**src/rtl/vga_sync_if.sv**
```systemverilog
// VGA receive bundle: raw sync/pixel inputs and the recovered timing/coordinate outputs.
// The source side (pattern generator or bench) is the master; the decoder is the slave.
interface vga_sync_if;
    logic        hsync_in;
    logic        vsync_in;
    logic [2:0]  pix_in;
    logic [9:0]  x;
    logic [9:0]  y;
    logic [2:0]  pix_out;
    logic        pix_valid;
    logic        locked;
    logic        frame_start;
    logic        sync_err;
    logic [10:0] h_total;
    logic [9:0]  v_total;

    modport master (
        output hsync_in, vsync_in, pix_in,
        input  x, y, pix_out, pix_valid, locked, frame_start, sync_err, h_total, v_total
    );
    modport slave (
        input  hsync_in, vsync_in, pix_in,
        output x, y, pix_out, pix_valid, locked, frame_start, sync_err, h_total, v_total
    );
endinterface

```
**src/rtl/vga_sync_decoder.sv**
```systemverilog
// Samples a VGA stream in the clk50 domain, measures line/frame timing, recovers x/y for each
// pixel slot and declares lock once two consecutive frames match.
module vga_sync_decoder #(
    parameter bit SYNC_ACTIVE_LOW = 1'b1,
    parameter int H_BP            = 48,
    parameter int H_ACT           = 640,
    parameter int V_BP            = 33,
    parameter int V_ACT           = 480
) (
    input  logic      clk50,
    input  logic      rst,
    vga_sync_if.slave bus
);
    typedef enum logic [1:0] {SEARCH, FIRST, VERIFY, LOCKED} state_e;

    localparam logic [10:0] H_LO = 11'(H_BP);
    localparam logic [10:0] H_HI = 11'(H_BP + H_ACT);
    localparam logic [9:0]  V_LO = 10'(V_BP);
    localparam logic [9:0]  V_HI = 10'(V_BP + V_ACT);

    logic        hs_s1_q, hs_s1_d, hs_s2_q, hs_s2_d, hs_p_q, hs_p_d;
    logic        vs_s1_q, vs_s1_d, vs_s2_q, vs_s2_d, vs_p_q, vs_p_d;
    logic [2:0]  pix_s1_q, pix_s1_d, pix_s2_q, pix_s2_d;
    logic [10:0] hcnt_q, hcnt_d, hpos_q, hpos_d, hper_q, hper_d, href_q, href_d;
    logic [9:0]  lcnt_q, lcnt_d, lpos_q, lpos_d, vper_q, vper_d, vref_q, vref_d;
    state_e      state_q, state_d;
    logic        hbad_q, hbad_d, hfirst_q, hfirst_d;
    logic        locked_q, locked_d, sync_err_q, sync_err_d, frame_start_q, frame_start_d;
    logic [10:0] h_total_q, h_total_d;
    logic [9:0]  v_total_q, v_total_d, x_q, x_d, y_q, y_d;
    logic [2:0]  pix_out_q, pix_out_d;
    logic        pix_valid_q, pix_valid_d;
    logic        h_edge, h_fall, v_edge, v_fall, vis, h_mis;

    // Syncs are normalised before the first flop so 1 always means asserted.
    always_comb begin
        hs_s1_d  = bus.hsync_in ^ SYNC_ACTIVE_LOW;
        vs_s1_d  = bus.vsync_in ^ SYNC_ACTIVE_LOW;
        hs_s2_d  = hs_s1_q;
        vs_s2_d  = vs_s1_q;
        hs_p_d   = hs_s2_q;
        vs_p_d   = vs_s2_q;
        pix_s1_d = bus.pix_in;
        pix_s2_d = pix_s1_q;
        h_edge   = hs_s2_q & ~hs_p_q;
        h_fall   = ~hs_s2_q & hs_p_q;
        v_edge   = vs_s2_q & ~vs_p_q;
        v_fall   = ~vs_s2_q & vs_p_q;

        hcnt_d = h_edge ? 11'd1 : ((&hcnt_q) ? hcnt_q : hcnt_q + 11'd1);
        hpos_d = h_fall ? 11'd0 : ((&hpos_q) ? hpos_q : hpos_q + 11'd1);
        lcnt_d = v_edge ? 10'd0 : ((h_edge && !(&lcnt_q)) ? lcnt_q + 10'd1 : lcnt_q);
        lpos_d = v_fall ? 10'd0 : ((h_edge && !(&lpos_q)) ? lpos_q + 10'd1 : lpos_q);
        hper_d = h_edge ? hcnt_q : hper_q;
        vper_d = v_edge ? lcnt_q : vper_q;

        // hpos_d/lpos_d describe the slot currently in pix_s2_q, so x/y/pix stay aligned.
        vis         = (hpos_d >= H_LO) && (hpos_d < H_HI) && (lpos_d >= V_LO) && (lpos_d < V_HI);
        x_d         = vis ? 10'(hpos_d - H_LO) : 10'd0;
        y_d         = vis ? (lpos_d - V_LO) : 10'd0;
        pix_out_d   = vis ? pix_s2_q : 3'd0;
        pix_valid_d = locked_q & vis;
        frame_start_d = v_edge;
    end

    // H decision first, then V decision on the updated state when both edges coincide.
    always_comb begin
        state_d    = state_q;
        href_d     = href_q;
        vref_d     = vref_q;
        hbad_d     = hbad_q;
        hfirst_d   = hfirst_q;
        locked_d   = locked_q;
        sync_err_d = 1'b0;
        h_total_d  = h_total_q;
        v_total_d  = v_total_q;
        h_mis      = (hper_d != href_q) || (&hper_d);

        if (h_edge) begin
            case (state_q)
                FIRST, VERIFY: begin
                    if (hfirst_q) begin
                        href_d   = hper_d;
                        hfirst_d = 1'b0;
                    end else if (h_mis) begin
                        hbad_d = 1'b1;
                    end
                end
                LOCKED: begin
                    if (h_mis) begin
                        sync_err_d = 1'b1;
                        locked_d   = 1'b0;
                        href_d     = hper_d;
                        vref_d     = vper_d;
                        h_total_d  = hper_d;
                        v_total_d  = vper_d;
                        // The frame holding the bad line can never be a clean verify frame.
                        hbad_d     = 1'b1;
                        state_d    = VERIFY;
                    end
                end
                default: ;
            endcase
        end

        if (v_edge) begin
            case (state_d)
                SEARCH: begin
                    hbad_d   = 1'b0;
                    hfirst_d = 1'b1;
                    state_d  = FIRST;
                end
                FIRST: begin
                    vref_d    = vper_d;
                    h_total_d = href_d;
                    v_total_d = vper_d;
                    hbad_d    = 1'b0;
                    state_d   = VERIFY;
                end
                VERIFY: begin
                    if (!hbad_d && (vper_d == vref_d) && !(&vper_d)) begin
                        locked_d = 1'b1;
                        state_d  = LOCKED;
                    end else begin
                        href_d    = hper_d;
                        vref_d    = vper_d;
                        h_total_d = hper_d;
                        v_total_d = vper_d;
                        hbad_d    = 1'b0;
                    end
                end
                LOCKED: begin
                    if ((vper_d != vref_q) || (&vper_d)) begin
                        sync_err_d = 1'b1;
                        locked_d   = 1'b0;
                        href_d     = hper_d;
                        vref_d     = vper_d;
                        h_total_d  = hper_d;
                        v_total_d  = vper_d;
                        hbad_d     = 1'b0;
                        state_d    = VERIFY;
                    end
                end
                default: ;
            endcase
        end
    end

    always_ff @(posedge clk50 or posedge rst) begin
        if (rst) begin
            hs_s1_q <= 1'b0; hs_s2_q <= 1'b0; hs_p_q <= 1'b0;
            vs_s1_q <= 1'b0; vs_s2_q <= 1'b0; vs_p_q <= 1'b0;
            pix_s1_q <= '0; pix_s2_q <= '0;
            hcnt_q <= '0; hpos_q <= '0; hper_q <= '0; href_q <= '0;
            lcnt_q <= '0; lpos_q <= '0; vper_q <= '0; vref_q <= '0;
            state_q <= SEARCH; hbad_q <= 1'b0; hfirst_q <= 1'b0;
            locked_q <= 1'b0; sync_err_q <= 1'b0; frame_start_q <= 1'b0;
            h_total_q <= '0; v_total_q <= '0;
            x_q <= '0; y_q <= '0; pix_out_q <= '0; pix_valid_q <= 1'b0;
        end else begin
            hs_s1_q <= hs_s1_d; hs_s2_q <= hs_s2_d; hs_p_q <= hs_p_d;
            vs_s1_q <= vs_s1_d; vs_s2_q <= vs_s2_d; vs_p_q <= vs_p_d;
            pix_s1_q <= pix_s1_d; pix_s2_q <= pix_s2_d;
            hcnt_q <= hcnt_d; hpos_q <= hpos_d; hper_q <= hper_d; href_q <= href_d;
            lcnt_q <= lcnt_d; lpos_q <= lpos_d; vper_q <= vper_d; vref_q <= vref_d;
            state_q <= state_d; hbad_q <= hbad_d; hfirst_q <= hfirst_d;
            locked_q <= locked_d; sync_err_q <= sync_err_d; frame_start_q <= frame_start_d;
            h_total_q <= h_total_d; v_total_q <= v_total_d;
            x_q <= x_d; y_q <= y_d; pix_out_q <= pix_out_d; pix_valid_q <= pix_valid_d;
        end
    end

    assign bus.x           = x_q;
    assign bus.y           = y_q;
    assign bus.pix_out     = pix_out_q;
    assign bus.pix_valid   = pix_valid_q;
    assign bus.locked      = locked_q;
    assign bus.frame_start = frame_start_q;
    assign bus.sync_err    = sync_err_q;
    assign bus.h_total     = h_total_q;
    assign bus.v_total     = v_total_q;
endmodule

```
**src/flat_wrapper.sv**
```systemverilog
// flat-port wrapper written by rule: the top's interface ports become plain ports
module vga_sync_decoder_flat 
#(
    parameter bit SYNC_ACTIVE_LOW = 1'b1,
    parameter int H_BP            = 48,
    parameter int H_ACT           = 640,
    parameter int V_BP            = 33,
    parameter int V_ACT           = 480
)
  (clk50, rst, bus_hsync_in, bus_vsync_in, bus_pix_in, bus_x, bus_y, bus_pix_out, bus_pix_valid, bus_locked, bus_frame_start, bus_sync_err, bus_h_total, bus_v_total);
  vga_sync_if bus_i ();
  input  logic clk50;
  input  logic rst;
  input wire logic [$bits(bus_i.hsync_in)-1:0] bus_hsync_in;
  input wire logic [$bits(bus_i.vsync_in)-1:0] bus_vsync_in;
  input wire logic [$bits(bus_i.pix_in)-1:0] bus_pix_in;
  output wire logic [$bits(bus_i.x)-1:0] bus_x;
  output wire logic [$bits(bus_i.y)-1:0] bus_y;
  output wire logic [$bits(bus_i.pix_out)-1:0] bus_pix_out;
  output wire logic [$bits(bus_i.pix_valid)-1:0] bus_pix_valid;
  output wire logic [$bits(bus_i.locked)-1:0] bus_locked;
  output wire logic [$bits(bus_i.frame_start)-1:0] bus_frame_start;
  output wire logic [$bits(bus_i.sync_err)-1:0] bus_sync_err;
  output wire logic [$bits(bus_i.h_total)-1:0] bus_h_total;
  output wire logic [$bits(bus_i.v_total)-1:0] bus_v_total;
  assign bus_i.hsync_in = bus_hsync_in;
  assign bus_i.vsync_in = bus_vsync_in;
  assign bus_i.pix_in = bus_pix_in;
  assign bus_x = bus_i.x;
  assign bus_y = bus_i.y;
  assign bus_pix_out = bus_i.pix_out;
  assign bus_pix_valid = bus_i.pix_valid;
  assign bus_locked = bus_i.locked;
  assign bus_frame_start = bus_i.frame_start;
  assign bus_sync_err = bus_i.sync_err;
  assign bus_h_total = bus_i.h_total;
  assign bus_v_total = bus_i.v_total;
  vga_sync_decoder #(.SYNC_ACTIVE_LOW(SYNC_ACTIVE_LOW), .H_BP(H_BP), .H_ACT(H_ACT), .V_BP(V_BP), .V_ACT(V_ACT)) u_core (.clk50(clk50), .rst(rst), .bus(bus_i));
endmodule
```
**config.mk**
```make
export PLATFORM = sky130hd
export DESIGN_NAME = vga_sync_decoder_flat
export DESIGN_NICKNAME = d
export VERILOG_FILES = /design/src/rtl/vga_sync_if.sv /design/src/rtl/vga_sync_decoder.sv /design/src/flat_wrapper.sv
export SDC_FILE = /design/constraint.sdc
export NUM_CORES = 1
export LEC_CHECK = 0
export ABC_AREA = 1
export BUFFER_PORTS_ARGS = -buffer_cell sky130_fd_sc_hd__buf_4
export CORE_MARGIN = 2
export CORE_UTILIZATION = 50
export DETAILED_ROUTE_END_ITERATION = 10
export PLACE_DENSITY = 0.76
export SLEW_MARGIN = 20
export SYNTH_ARGS = -nofsm -noshare
export SYNTH_HDL_FRONTEND = slang
export SYNTH_SLANG_ARGS = --single-unit
```
**constraint.sdc**
```tcl
create_clock -name clk50 -period 5.3 [get_ports clk50]
set_input_delay 1.06 -clock clk50 [delete_from_list [all_inputs] [get_ports clk50]]
set_output_delay 1.06 -clock clk50 [all_outputs]
set_load 0.01 [all_outputs]
```
; After elaboration in Yosys (flattened, before gate mapping)
; Index checks and enable logic that the tools add are counted.
[totals]
in_bits = 7
elab_cells = 156
out_inout_bits = 48
reg_bits = 148
[op_classes]
bitwise_logic = 11
n_eq_ne = 10
add_sub_neg = 6
n_mux = 74
reduce_logical = 23
magnitude_cmp = 4
[ops]
columns = operator, n
row1 = $mux 10, 19
row2 = $mux 11, 17
row3 = $pmux 10 s3, 2
row4 = $pmux 11 s2, 2
row5 = $pmux 11 s3, 1
row6 = $reduce_and 11->1, 3
row7 = $reduce_and 10->1, 3
row8 = $add 11x1->11 const B, 2
row9 = $mux 1, 22
row10 = $add 10x1->10 const B, 2
row11 = $sub 10x6->10 const B, 2
row12 = $mux 2, 6
row13 = $ge 11x6->1 const B, 1
row14 = $lt 11x10->1 const B, 1
row15 = $ne 11x11->1, 1
row16 = $eq 10x10->1, 1
row17 = $ge 10x6->1 const B, 1
row18 = $lt 10x10->1 const B, 1
row19 = $ne 10x10->1, 1
row20 = $eq 2x2->1 const B, 4
row21 = $pmux 2 s4, 1
row22 = $logic_and 1x1->1, 7
row23 = $not 1->1, 6
row24 = $and 1x1->1, 5
row25 = other kinds (10), 17

; Logic depth before layout (Yosys ltp)
; Gate-level depths: netlist of the first run.
[logic_depth]
word_depth = 15
ltp_mapped = 20
mapped_depth_nobuf = 20

; Least setup slack after synthesis of the first run
; No wires, ideal clock.
[synth_timing]
kind = flip-flop to flip-flop
start = reg u_core.lpos_q[0]
end = reg u_core.x_q[4] (netlist: u_core.bus.x[4])
arrival_time_ns = 2.366
n_path_buf = 2
period_less_slack_ns = 2.497
slack_ns = 2.803
path_stages_with_launch = 16
required_ns = 5.169
setup_time_ns = 0.131
cell_sequence = dfrtp_1 -> ha_1 -> nand4_1 -> nor2_1 -> nand3_1 -> nand2_2 -> buf_4 -> or2_0 -> nand3_1 -> ha_1 -> nand2_1 -> o21ai_1 -> nand3_1 -> nand3_2 -> buf_2 -> nor2_1
[synth_between]
elab_chain_len = 9
word_cells_on_any_way = 11
classes_between = add/sub: 1 / order compare: 2 / mux: 3 / reduce/logical: 5
[synth_rtl]
columns = item, line
row1 = start: declaration, vga_sync_decoder.sv:25  ; logic [9:0] lcnt_q, lcnt_d, lpos_q, lpos_d, vper_q, vper_d, vref_q, vref_d;
row2 = start signal: assignment, vga_sync_decoder.sv:165  ; lcnt_q <= lcnt_d; lpos_q <= lpos_d; vper_q <= vper_d; vref_q <= vref_d;
row3 = "parallel branches: the longest is 3 deep, another holds $add 10x1->10", -
row4 = $mux 10 * (2 in a row), vga_sync_decoder.sv:53  ; lpos_d = v_fall ? 10'd0 : ((h_edge && !(&lpos_q)) ? lpos_q + 10'd1 : lpos_q);
row5 = $ge 10x6->1, vga_sync_decoder.sv:58  ; vis = (hpos_d >= H_LO) && (hpos_d < H_HI) && (lpos_d >= V_LO) && (lpos_d < V_HI);
row6 = $logic_and 1x1->1, vga_sync_decoder.sv:58
row7 = $logic_and 1x1->1 *, vga_sync_decoder.sv:58
row8 = $mux 10 *, vga_sync_decoder.sv:59  ; x_d = vis ? 10'(hpos_d - H_LO) : 10'd0;
row9 = named net u_core.x_d[4], vga_sync_decoder.sv:30  ; logic [9:0] v_total_q, v_total_d, x_q, x_d, y_q, y_d;
row10 = end signal: assignment, vga_sync_decoder.sv:159  ; x_q <= '0; y_q <= '0; pix_out_q <= '0; pix_valid_q <= 1'b0;
row11 = end signal: assignment, vga_sync_decoder.sv:169  ; x_q <= x_d; y_q <= y_d; pix_out_q <= pix_out_d; pix_valid_q <= pix_valid_d;
row12 = end: declaration, vga_sync_decoder.sv:30
; Mark *: on every way through the listed nets, which the timed path passes.
; A chain may end at the register's enable or synchronous reset.

; Worst setup path in the final report of the first run
[layout_timing]
start = reg u_core.hs_s2_q (netlist: u_core.hs_p_d)
end = reg u_core.v_total_q[7] (netlist: u_core.bus.v_total[7])
[layout_between]
elab_chain_len = 14
word_cells_on_any_way = 29
classes_between = eq/ne: 5 / mux: 18 / bitwise: 1 / reduce/logical: 5
[layout_rtl]
columns = item, line
row1 = start: declaration, vga_sync_decoder.sv:21  ; logic hs_s1_q, hs_s1_d, hs_s2_q, hs_s2_d, hs_p_q, hs_p_d;
row2 = start signal: assignment, vga_sync_decoder.sv:161  ; hs_s1_q <= hs_s1_d; hs_s2_q <= hs_s2_d; hs_p_q <= hs_p_d;
row3 = $and 1x1->1 *, vga_sync_decoder.sv:45  ; h_edge = hs_s2_q & ~hs_p_q;
row4 = $mux 11 *, vga_sync_decoder.sv:54  ; hper_d = h_edge ? hcnt_q : hper_q;
row5 = named net u_core.hper_d[0], vga_sync_decoder.sv:24  ; logic [10:0] hcnt_q, hcnt_d, hpos_q, hpos_d, hper_q, hper_d, href_q, href_d;
row6 = $ne 11x11->1 or $reduce_and 11->1 (tied branches), vga_sync_decoder.sv:77  ; h_mis = (hper_d != href_q) || (&hper_d);
row7 = $logic_or 1x1->1 *, vga_sync_decoder.sv:77
row8 = $mux 1, "vga_sync_decoder.sv:85, vga_sync_decoder.sv:90"
row9 = $mux 1, vga_sync_decoder.sv:82  ; if (hfirst_q) begin
row10 = $pmux 1 s2, vga_sync_decoder.sv:80  ; case (state_q)
row11 = $mux 1, vga_sync_decoder.sv:79  ; if (h_edge) begin
row12 = $logic_not 1->1, vga_sync_decoder.sv:121  ; if (!hbad_d && (vper_d == vref_d) && !(&vper_d)) begin
row13 = $logic_and 1x1->1 (2 in a row), vga_sync_decoder.sv:121
row14 = $mux 10, vga_sync_decoder.sv:121
row15 = $pmux 10 s3, vga_sync_decoder.sv:107  ; case (state_d)
row16 = $mux 10 *, vga_sync_decoder.sv:106  ; if (v_edge) begin
row17 = named net u_core.v_total_d[7], vga_sync_decoder.sv:30
row18 = end signal: assignment, vga_sync_decoder.sv:168  ; h_total_q <= h_total_d; v_total_q <= v_total_d;
row19 = end: declaration, vga_sync_decoder.sv:30
; The timed path passes the listed nets; every way through them passes the cells marked *.

==> results of run 1 <==
per-stage QoR:
stage / total power [µW] / instance area, µm² / instances / utilization [%] / setup slack, ps
2_1_floorplan: 1980 / 9080 / 1297 / - / 260
3_3_place_gp: 2210 / 9600 / 1540 / 53.6 / 1380
3_5_place_dp: 2230 / 9600 / 1540 / 53.6 / 1180
4_1_cts: 3380 / 10200 / 1572 / 56.7 / 1150
5_1_grt: 3570 / 10200 / 1572 / 56.7 / 619
6_report: 3370 / 10200 / 1572 / 56.7 / 939
power breakdown:
part	switching (µW)	internal [µW]	leakage (µW)
combinational	558	303	0.00323
sequential	105	1260	0.00193
clock	516	629	0.000264
total	1180	2200	0.00542
sequential cells by signal (all words and copies together), names as in the netlist, 2 cells and up:
| signal | flops |
|---|---|
| u_core.bus.h_total | 11 |
| u_core.bus.pix_out | 3 |
| u_core.bus.v_total | 10 |
| u_core.bus.x | 10 |
| u_core.bus.y | 10 |
| u_core.hcnt_q | 11 |
| u_core.hper_q | 11 |
| u_core.hpos_q | 11 |
| u_core.href_q | 11 |
| u_core.lcnt_q | 10 |
| u_core.lpos_q | 10 |
| u_core.pix_s1_q | 3 |
| u_core.pix_s2_q | 3 |
| u_core.state_q | 2 |
| u_core.vper_q | 10 |
| u_core.vref_q | 10 |
kinds of logic after synthesis:
logic type	count (synthesis)	synth area share, %
AO/OA/AOI/OAI	189	12.2
flip-flops	148	40.8
adder cells (fa/ha/maj)	10	1.38
buffers and inverters	229	10.4
AND/OR/NAND/NOR	702	33.4
XOR/XNOR	19	1.83
area by class of cell:
| cell class | instances | area [µm²] | area share [%] |
|---|---|---|---|
| timing repair buffer | 66 | 495 | 4.88 |
| multi-input combinational | 920 | 4450 | 43.8 |
| sequential | 148 | 3700 | 36.5 |
| clock buffer | 19 | 453 | 4.46 |
| tap | 229 | 287 | 2.82 |
| inverter | 177 | 669 | 6.59 |
| clock inverter | 13 | 100 | 0.986 |
routing by layer:
layer / wire (µm) / vias up / share of wire, % / global-route usage, %
met5: 0 / - / 0 / 0
met3: 1700 / 90 / 7.1 / 4.94
li1: - / 4242 / - / -
met4: 1050 / 0 / 4.4 / 13.1
met1: 9970 / 4017 / 42 / 31.8
met2: 11100 / 378 / 47 / 40.7
synthesized netlist by cell type, drive strengths merged:
library cell  instances  share of area, %
nand2               372                16
inv                 175               7.2
nand3               163               9.2
dfrtp               148                41
nor2                121               5.3
o21ai                77               4.4
a21oi                56               3.1
buf                  32               2.3
o211ai               29               2.4
clkbuf               20              0.83
nor3                 18              0.99
xor2                 16               1.5
nand4                13              0.90
ha                   10               1.4
and2                  8              0.55
a21boi                6              0.50
a211oi                5              0.47
nand3b                4              0.33
o21a                  4              0.33
a31oi                 3              0.21
o22ai                 3              0.21
xnor2                 3              0.29
clkinv                2             0.083
o21bai                2              0.17
o31ai                 2              0.17
or2                   2              0.14
a221oi                1             0.096
nor3b                 1             0.083
o211a                 1              0.11
worst min path at each step:
| stage | startpoint | end | cells after the start |
|---|---|---|---|
| floorplan | u_core.hs_s1_q$_DFF_PP0_ | u_core.hs_p_d$_DFF_PP0_ | 0 |
| global placement | u_core.pix_s1_q[0]$_DFF_PP0_ | u_core.pix_s2_q[0]$_DFF_PP0_ | 0 |
| detailed placement | u_core.pix_s1_q[0]$_DFF_PP0_ | u_core.pix_s2_q[0]$_DFF_PP0_ | 0 |
| CTS | u_core.pix_s1_q[0]$_DFF_PP0_ | u_core.pix_s2_q[0]$_DFF_PP0_ | 0 |
| global route | u_core.pix_s1_q[2]$_DFF_PP0_ | u_core.pix_s2_q[2]$_DFF_PP0_ | 0 |
| finish | u_core.pix_s1_q[0]$_DFF_PP0_ | u_core.pix_s2_q[0]$_DFF_PP0_ | 0 |
==> flow_metrics.env, run 1 <==
export IMPL_fin_tns_setup_ps=0
export IMPL_hold_buffers=0
export IMPL_htreeDepth=4
export IMPL_cts_tree="yes"
export IMPL_fin_skew_ps=10.5
export IMPL_clock_sinks=148
export IMPL_final_nets=1347
export IMPL_crit_chain="nand2_2 -> nand2_1 -> nand2_1 -> inv_1 -> nand2_1 -> nand2_1 -> nor2_1 -> nand2_1 -> inv_2 -> nand2_2 -> nand2_2 -> a21oi_2 -> nand3_1 -> nand2_1 -> nand2_1 -> a21oi_1"
export IMPL_firstDrtPassIters=9
export IMPL_core_um2=17900
export IMPL_setup_worst_path_start_class="flop"
export IMPL_path_clk_slew_ps=60
export IMPL_synthesis_nets=1314
export IMPL_final_cell_mix="nand2_1 (355), inv_1 (166), nand3_1 (159), dfrtp_1 (148), nor2_1 (115)"
export IMPL_grt_pass1_wl_um=39600
export IMPL_avgViaCountPerCell=5.55
export IMPL_worstSetupPathDepth=16
export IMPL_ys_seq_area_share_pct=40.8
export IMPL_reg2reg_depth=16
export IMPL_cts_buffers=17
export IMPL_ant_nets=0
export IMPL_synth_warning_count=0
export IMPL_status="finished clean"
export IMPL_relSlewSlack_pct=42.0
export IMPL_ff2ff_setup_slack_ps=940
export IMPL_layout_commonest_cell="nand2_1"
export IMPL_clk_latency_ps=440
export IMPL_start_util_pct=50.7
export IMPL_crit_arrival_ps=4720
export IMPL_rows=49
export IMPL_tightest_slew_ps=868
export IMPL_port_buffers=54
export IMPL_cts_buffer_depth=2
export IMPL_max_stage_delay_ps=720
export IMPL_cts_root_buf="clkbuf_16"
export IMPL_syn_inst=1297
export IMPL_path_delay_family="simple AND/OR/NAND/NOR gates"
export IMPL_post_cts_buffers=0
export IMPL_drt_initial_drc_count=942
export IMPL_syn_area_um2=9080
export IMPL_synth_cell_type_count=42
export IMPL_path_max_fanout=24
export IMPL_grt_pass1_vias=8122
export IMPL_crit_path_end="u_core.bus.v_total[7]$_DFF_PP0_"
export IMPL_vias=8727
export IMPL_post_drt_wl_per_cell_um=15.2
export IMPL_hpwl_um=15900
export IMPL_hold_viol=0
export IMPL_cellLeakagePower_uw=0.00542
export IMPL_cp_slowest_cell="nand3_1"
export IMPL_n_antenna_cell=0
export IMPL_fin_crit_ps=4360
export IMPL_setup_viol=0
export IMPL_critPathLaunch="u_core.hs_p_d$_DFF_PP0_"
export IMPL_hold_ws_ps=349
export IMPL_grt_antenna_before_repair=0
export IMPL_dieArea_um2=19300
export IMPL_ir_drop_v=0.000240
export IMPL_n_fill_cell=1657
export IMPL_syn_to_final_growth_pct=11.8
export IMPL_holdCritPathClass="reg -> reg"
export IMPL_path_class="reg -> reg"
export IMPL_post_synth_cell_area_avg_um2=7.00
export IMPL_drc=0
export IMPL_grt_total_usage_pct=25.0
export IMPL_io_pins=55
export IMPL_critPathBufInv=2
export IMPL_fmax_ghz=0.229
export IMPL_drive_gt1_share_pct=10.6
export IMPL_grt_overflow=0
export IMPL_die_w_um=139
export IMPL_drt_total_wl_um=23900
export IMPL_grt_max_degree=65
export IMPL_r2r_start="u_core.hs_p_d$_DFF_PP0_"
export IMPL_p_per_area_nw_per_um2=332
export IMPL_r2r_end="u_core.bus.v_total[7]$_DFF_PP0_"
export IMPL_routabilityCongestion=0.926
export IMPL_ys_seq_elements=148
export IMPL_cts_resized_gates=0
export IMPL_drv_slew=0
export IMPL_crit_top_cell="nand2_1"
export IMPL_rsz0062_at_grt="false"
export IMPL_drv_cap=0
export IMPL_cp_end_kind="flop"
export IMPL_fp_dieH_um=139
export IMPL_final_period_utilization_pct=82.3
export IMPL_crit_required_ps=5660
No activity file was read; power rests on OpenSTA's default activity.
==> inputs of run 2 (changes only) <==
ABC_AREA = 0   (was 1)
PLACE_DENSITY = 0.77   (was 0.76)
clock period = 3.75 ns   (was 5.3 ns; I/O delays follow)
==> flow_metrics.env, run 2 <==
export IMPL_status="finished clean"
export IMPL_core_um2=15300
export IMPL_wl_met1_um=8700
export IMPL_r2r_end="u_core.bus.y[5]$_DFF_PP0_"
export IMPL_post_drt_wl_per_cell_um=17.1
export IMPL_fmax_ghz=0.290
export IMPL_start_util_pct=51.5
export IMPL_routabilityCongestion=0.921
export IMPL_avgViaCountPerCell=6.00
export IMPL_cts_buffer_depth=2
export IMPL_fin_skew_ps=13.6
export IMPL_crit_arrival_ps=3730
export IMPL_path_delay_family="compound AO/OA/AOI/OAI gates"
export IMPL_final_period_utilization_pct=92.0
export IMPL_final_nets=880
export IMPL_cts_buffers=17
export IMPL_drc=0
export IMPL_n_antenna_cell=0
export IMPL_dr_max_layer_used="met4"
export IMPL_reg2reg_depth=13
export IMPL_crit_chain="ha_1 -> nand2_1 -> o31ai_1 -> mux2i_1 -> nor2_1 -> inv_1 -> ha_1 -> o2111a_1 -> a21oi_1 -> or3_1 -> mux2_2 -> o211ai_4 -> nor3_1"
export IMPL_wl_met3_um=1310
export IMPL_ff2ff_setup_slack_ps=300
export IMPL_place_area_um2=8470
export IMPL_yosysMostFrequentCell="dfrtp_1"
export IMPL_cts_tree="yes"
export IMPL_synth_top_area_share_pct=47.1
export IMPL_drv_cap=0
export IMPL_syn_area_um2=7860
export IMPL_grt_overflow=0
export IMPL_max_stage_delay_ps=480
export IMPL_ant_nets=0
export IMPL_dieArea_um2=16700
export IMPL_yosys_top_cells_area="dfrtp_1 (47%), nor2_1 (3.7%), mux2i_1 (3.7%), nand2_1 (3.7%), xor2_1 (3.0%)"
export IMPL_drv_slew=0
export IMPL_syn_inst=813
export IMPL_r2r_start="u_core.lpos_q[0]$_DFF_PP0_"
export IMPL_async_flop_share_pct=100
export IMPL_hpwl_um=12800
export IMPL_pre_cts_ws_ps=229
export IMPL_critPathBufInv=1
export IMPL_hold_depth=0
export IMPL_crit_required_ps=4030
export IMPL_clk_latency_ps=430
export IMPL_fin_crit_ps=3450
export IMPL_grt_max_degree=149
export IMPL_ys_seq_area_share_pct=47.1
export IMPL_syn_to_final_growth_pct=14.9
export IMPL_htreeDepth=4
export IMPL_rsz0062_at_grt="false"
export IMPL_ys_seq_elements=148
export IMPL_met2WireLength_um=8240
export IMPL_synth_warning_count=0
export IMPL_grt_antenna_before_repair=0
export IMPL_grt_total_usage_pct=23.8
export IMPL_cts_root_buf="clkbuf_16"
export IMPL_netlist_top_cells_count="dfrtp_1 (148), nor2_1 (78), nand2_1 (77), inv_1 (49), o21ai_0 (47)"
export IMPL_finish_instance_area_um2=9030
export IMPL_cp_slowest_cell="o31ai_1"
export IMPL_post_synth_cell_area_avg_um2=9.67
export IMPL_fp_dieH_um=129
export IMPL_synthesis_nets=830
export IMPL_drt_total_wl_um=18600
export IMPL_drt_initial_drc_count=645
export IMPL_drive_gt1_share_pct=15.6
export IMPL_final_cell_mix="dfrtp_1 (148), nor2_1 (78), nand2_1 (77), buf_4 (69), inv_1 (48)"
export IMPL_yosys_most_used_dff="dfrtp_1"
export IMPL_holdCritStartpoint="u_core.pix_s1_q[0]$_DFF_PP0_"
export IMPL_ir_drop_v=0.000334
export IMPL_setup_worst_path_start_class="flop"
export IMPL_firstDrtPassIters=5
export IMPL_cp_end_kind="flop"
export IMPL_synth_cell_type_count=75
export IMPL_crit_top_cell="ha_1"
export IMPL_cellLeakagePower_uw=0.00428
export IMPL_relSlewSlack_pct=34.7
export IMPL_yosysTopAreaCell="dfrtp_1"
export IMPL_tightest_slew_ps=979
export IMPL_fin_tns_setup_ps=0
export IMPL_hold_ws_ps=344
export IMPL_path_max_fanout=24
export IMPL_path_class="reg -> reg"
export IMPL_holdCritPathClass="reg -> reg"
export IMPL_setup_viol=0
export IMPL_layout_setup_ws_ps=300
export IMPL_port_buffers=54
export IMPL_grt_pass1_vias=6234
export IMPL_hold_end="u_core.pix_s2_q[0]$_DFF_PP0_"
export IMPL_vias=6520
export IMPL_io_pins=55
export IMPL_p_per_area_nw_per_um2=551
export IMPL_hold_viol=0
export IMPL_path_clk_slew_ps=60
export IMPL_synth_edff_count=0
export IMPL_layout_commonest_cell="dfrtp_1"
export IMPL_die_w_um=129
export IMPL_clock_sinks=148
export IMPL_rows=45
export IMPL_grt_pass1_wl_um=31400
-- run 2: changes by cell type in the layout (fill, tap and decap cells not counted), moves of 17 or more --
cell	delta
inv_1	-118
nand3_1	-137
a21oi_1	-32
xnor2_1	+17
nor2_1	-37
mux2i_1	+29
nand2_1	-278
-- run 2: worst max-delay path by stage --
stage | end | slack, ps | startpoint | cells after the start
after floorplan | u_core.bus.y[0]$_DFF_PP0_ | 740 | u_core.lpos_q[0]$_DFF_PP0_ | 14
after global placement | u_core.bus.x[3]$_DFF_PP0_ | 380 | u_core.lpos_q[0]$_DFF_PP0_ | 13
after detailed placement | u_core.bus.y[5]$_DFF_PP0_ | 230 | u_core.lpos_q[0]$_DFF_PP0_ | 13
after CTS | u_core.bus.y[5]$_DFF_PP0_ | 210 | u_core.lpos_q[0]$_DFF_PP0_ | 13
after global routing | u_core.bus.y[5]$_DFF_PP0_ | 30 | u_core.lpos_q[0]$_DFF_PP0_ | 13
final | u_core.bus.y[5]$_DFF_PP0_ | 300 | u_core.lpos_q[0]$_DFF_PP0_ | 13
-- run 2: final cells by class --
| class | instances | area [µm²] |
|---|---|---|
| inverters | 51 | 203 |
| clock inverters | 14 | 118 |
| fillers | 1315 | 6230 |
| flip-flops and latches | 148 | 3700 |
| repair buffers | 70 | 538 |
| clock buffers | 18 | 429 |
| multi-input cells | 575 | 3770 |
| well taps | 211 | 264 |
-- run 2: cell families after synthesis --
group / count (synthesis) / synth area share [%]
buffers and inverters: 90 / 5.13
xor gates and xnor gates: 47 / 5.24
muxes: 33 / 4.31
and+or+nand+nor: 264 / 16.1
adders and majority gates: 10 / 1.59
AOI/OAI and AO/OA: 221 / 20.6
DFF: 148 / 47.1
-- run 2: routing by layer --
layer	vias up	track usage [%]
met2	277	34.5
met1	3147	35.2
met5	-	0
li1	3061	-
met4	0	9.27
met3	35	4.95
-- run 2: power by group --
| group | switching [µW] | internal (µW) |
|---|---|---|
| Sequential | 227 | 1800 |
| Clock | 712 | 866 |
| Combinational | 815 | 563 |
-- run 2: worst register-to-register path, cell delays in order (launching register included) --
cell      delay (ps)
dfrtp_1          420
ha_1             220
nand2_1          160
o31ai_1          480
mux2i_1          290
nor2_1            90
inv_1            100
ha_1             220
o2111a_1         200
a21oi_1          100
or3_1            320
mux2_2           290
o211ai_4         270
nor3_1           130
-- run 2: metrics by stage --
stage	util, %	std cells	power (µW)
3_3_place_gp	55.5	1055	3360
3_5_place_dp	55.5	1055	3390
4_1_cts	59.1	1087	4990
6_report	59.2	1087	4980
2_1_floorplan	-	813	2940
5_1_grt	59.2	1087	5260
-- run 2: repair_timing --
| item | in CTS | in global routing |
|---|---|---|
| resized for setup | 0 | 1 |
| setup endpoints to repair | 0 | 21 |
| hold buffers | 0 | 0 |
| buffers inserted | 0 | 0 |
| hold endpoints to repair | 0 | 0 |
==> inputs of run 3 (changes only) <==
PLACE_DENSITY = 0.74   (was 0.77)
clock period = 4.1 ns   (was 3.75 ns; I/O delays follow)
==> flow_metrics.env, run 3 (synthesis results as in run 2) <==
export IMPL_final_nets=874
export IMPL_final_period_utilization_pct=88.3
export IMPL_hold_buffers=0
export IMPL_ir_drop_v=0.000297
export IMPL_grt_pass1_vias=6014
export IMPL_drt_initial_drc_count=520
export IMPL_p_per_area_nw_per_um2=519
export IMPL_grt_pass1_wl_um=30700
export IMPL_fin_tns_setup_ps=0
export IMPL_clk_latency_ps=430
export IMPL_rows=45
export IMPL_post_drt_wl_per_cell_um=17.1
export IMPL_dp_cells=1049
export IMPL_rsz0062_at_grt="false"
export IMPL_fp_dieH_um=129
export IMPL_clkPwrFrac_pct=34.7
export IMPL_p_int_uw=3130
export IMPL_fin_crit_ps=3620
export IMPL_ff2ff_setup_slack_ps=480
export IMPL_syn_to_final_growth_pct=15.2
export IMPL_power_switching_uw=1570
export IMPL_drv_slew=0
export IMPL_firstDrtPassIters=5
export IMPL_r2r_end="u_core.bus.x[3]$_DFF_PP0_"
export IMPL_cts_buffer_depth=2
export IMPL_grt_max_degree=62
export IMPL_busiest_layer="met2"
export IMPL_status="finished clean"
export IMPL_ant_nets=0
export IMPL_grt_overflow=0
export IMPL_stdcell_count=1080
export IMPL_relSlewSlack_pct=30.6
export IMPL_multiInputGateArea_um2=3760
export IMPL_cts_tree="yes"
export IMPL_cts_root_buf="clkbuf_16"
export IMPL_final_util_pct=59.4
export IMPL_fin_skew_ps=9.85
export IMPL_clock_sinks=148
export IMPL_n_fill_cell=1333
export IMPL_drc=0
export IMPL_power_frac_comb_pct=25.9
export IMPL_crit_arrival_ps=3930
export IMPL_critPathLaunch="u_core.lpos_q[1]$_DFF_PP0_"
export IMPL_final_cell_mix="dfrtp_1 (148), nor2_1 (78), nand2_1 (77), buf_4 (62), inv_1 (48)"
export IMPL_pre_cts_ws_ps=503
export IMPL_use_met3_pct=4.83
export IMPL_setup_worst_path_start_class="flop"
export IMPL_crit_path_end="u_core.bus.x[3]$_DFF_PP0_"
export IMPL_vias=6461
export IMPL_met2_usage_pct=35.8
export IMPL_p_seq_share_pct=39.4
export IMPL_die_w_um=129
export IMPL_met1_usage_pct=33.5
export IMPL_start_util_pct=51.5
export IMPL_post_cts_buffers=0
export IMPL_drv_cap=0
export IMPL_path_clk_slew_ps=60
export IMPL_cellLeakagePower_uw=0.00428
export IMPL_regArea_um2=3700
export IMPL_cp_end_kind="flop"
export IMPL_hpwl_um=12700
export IMPL_drive_gt1_share_pct=15.0
export IMPL_n_antenna_cell=0
export IMPL_grt_total_usage_pct=23.2
export IMPL_reg2reg_depth=13
export IMPL_layout_commonest_cell="dfrtp_1"
export IMPL_tightest_slew_ps=1040
export IMPL_fmax_ghz=0.276
export IMPL_path_class="reg -> reg"
export IMPL_path_max_fanout=24
export IMPL_hold_viol=0
export IMPL_port_buffers=54
export IMPL_power_uw=4700
export IMPL_routabilityCongestion=0.907
export IMPL_r2r_start="u_core.lpos_q[1]$_DFF_PP0_"
export IMPL_layout_setup_ws_ps=479
export IMPL_grt_antenna_before_repair=0
export IMPL_dieArea_um2=16700
export IMPL_htreeDepth=4
export IMPL_crit_required_ps=4410
export IMPL_avgViaCountPerCell=5.98
export IMPL_io_pins=55
export IMPL_core_um2=15300
export IMPL_cts_resized_gates=0
export IMPL_setup_viol=0
export IMPL_swShare_pct=33.5
export IMPL_holdCritPathClass="reg -> reg"
export IMPL_drt_total_wl_um=18400
export IMPL_cts_buffers=17
-- run 3: cell count changes in the layout (fill, tap and decap cells not counted), moves of 2 or more --
| cell | change |
|---|---|
| clkinv_2 | -3 |
| inv_6 | -4 |
| clkinvlp_4 | +2 |
| bufinv_16 | +3 |
| buf_4 | -7 |
-- run 3: critical path: stages (launching register included) --
cell	delay (ps)
dfrtp_1	420
ha_1	210
nand2_1	140
o31ai_1	450
xor2_1	140
nor2_1	350
inv_1	90
ha_1	260
o2111a_1	150
a21oi_1	260
or3_1	140
mux2_2	150
o211ai_2	370
nor4_1	350
-- run 3: through the flow --
stage | hold slack, ps | area [µm²]
after floorplan | 331 | 7860
final | 345 | 9060
after global placement | 333 | 8440
after global routing | 354 | 9060
after CTS | 349 | 9060
after detailed placement | 336 | 8440
-- run 3: layout make-up --
cell class	count	area share, %
clock buffers	19	4.89
clock inverters	12	1.91
inverters	51	2.24
multi-input cells	575	41.6
flip-flops and latches	148	40.9
well taps	211	2.92
repair buffers	64	5.58
-- run 3: worst min path at each step --
stage | start | end | depth (start not counted)
after floorplan | u_core.hs_s1_q$_DFF_PP0_ | u_core.hs_p_d$_DFF_PP0_ | 0
after global placement | u_core.pix_s1_q[1]$_DFF_PP0_ | u_core.pix_s2_q[1]$_DFF_PP0_ | 0
after detailed placement | u_core.pix_s1_q[1]$_DFF_PP0_ | u_core.pix_s2_q[1]$_DFF_PP0_ | 0
after CTS | u_core.pix_s1_q[1]$_DFF_PP0_ | u_core.pix_s2_q[1]$_DFF_PP0_ | 0
after global routing | u_core.pix_s1_q[1]$_DFF_PP0_ | u_core.pix_s2_q[1]$_DFF_PP0_ | 0
final | u_core.pix_s1_q[1]$_DFF_PP0_ | u_core.pix_s2_q[1]$_DFF_PP0_ | 0
-- run 3: power by group through the flow --
stage	clock [µW]	sequential, µW	combinational (µW)
6_report	1630	1850	1220
5_1_grt	1720	1880	1360
4_1_cts	1650	1850	1210
3_5_place_dp	0	1870	1200
3_3_place_gp	0	1870	1190
2_1_floorplan	0	1840	847
-- run 3: per-layer routing --
| layer | wire (µm) | vias up |
|---|---|---|
| li1 | - | 3044 |
| met1 | 8750 | 3138 |
| met2 | 8270 | 253 |
| met3 | 1170 | 26 |
| met4 | 233 | 0 |
| met5 | 0 | - |
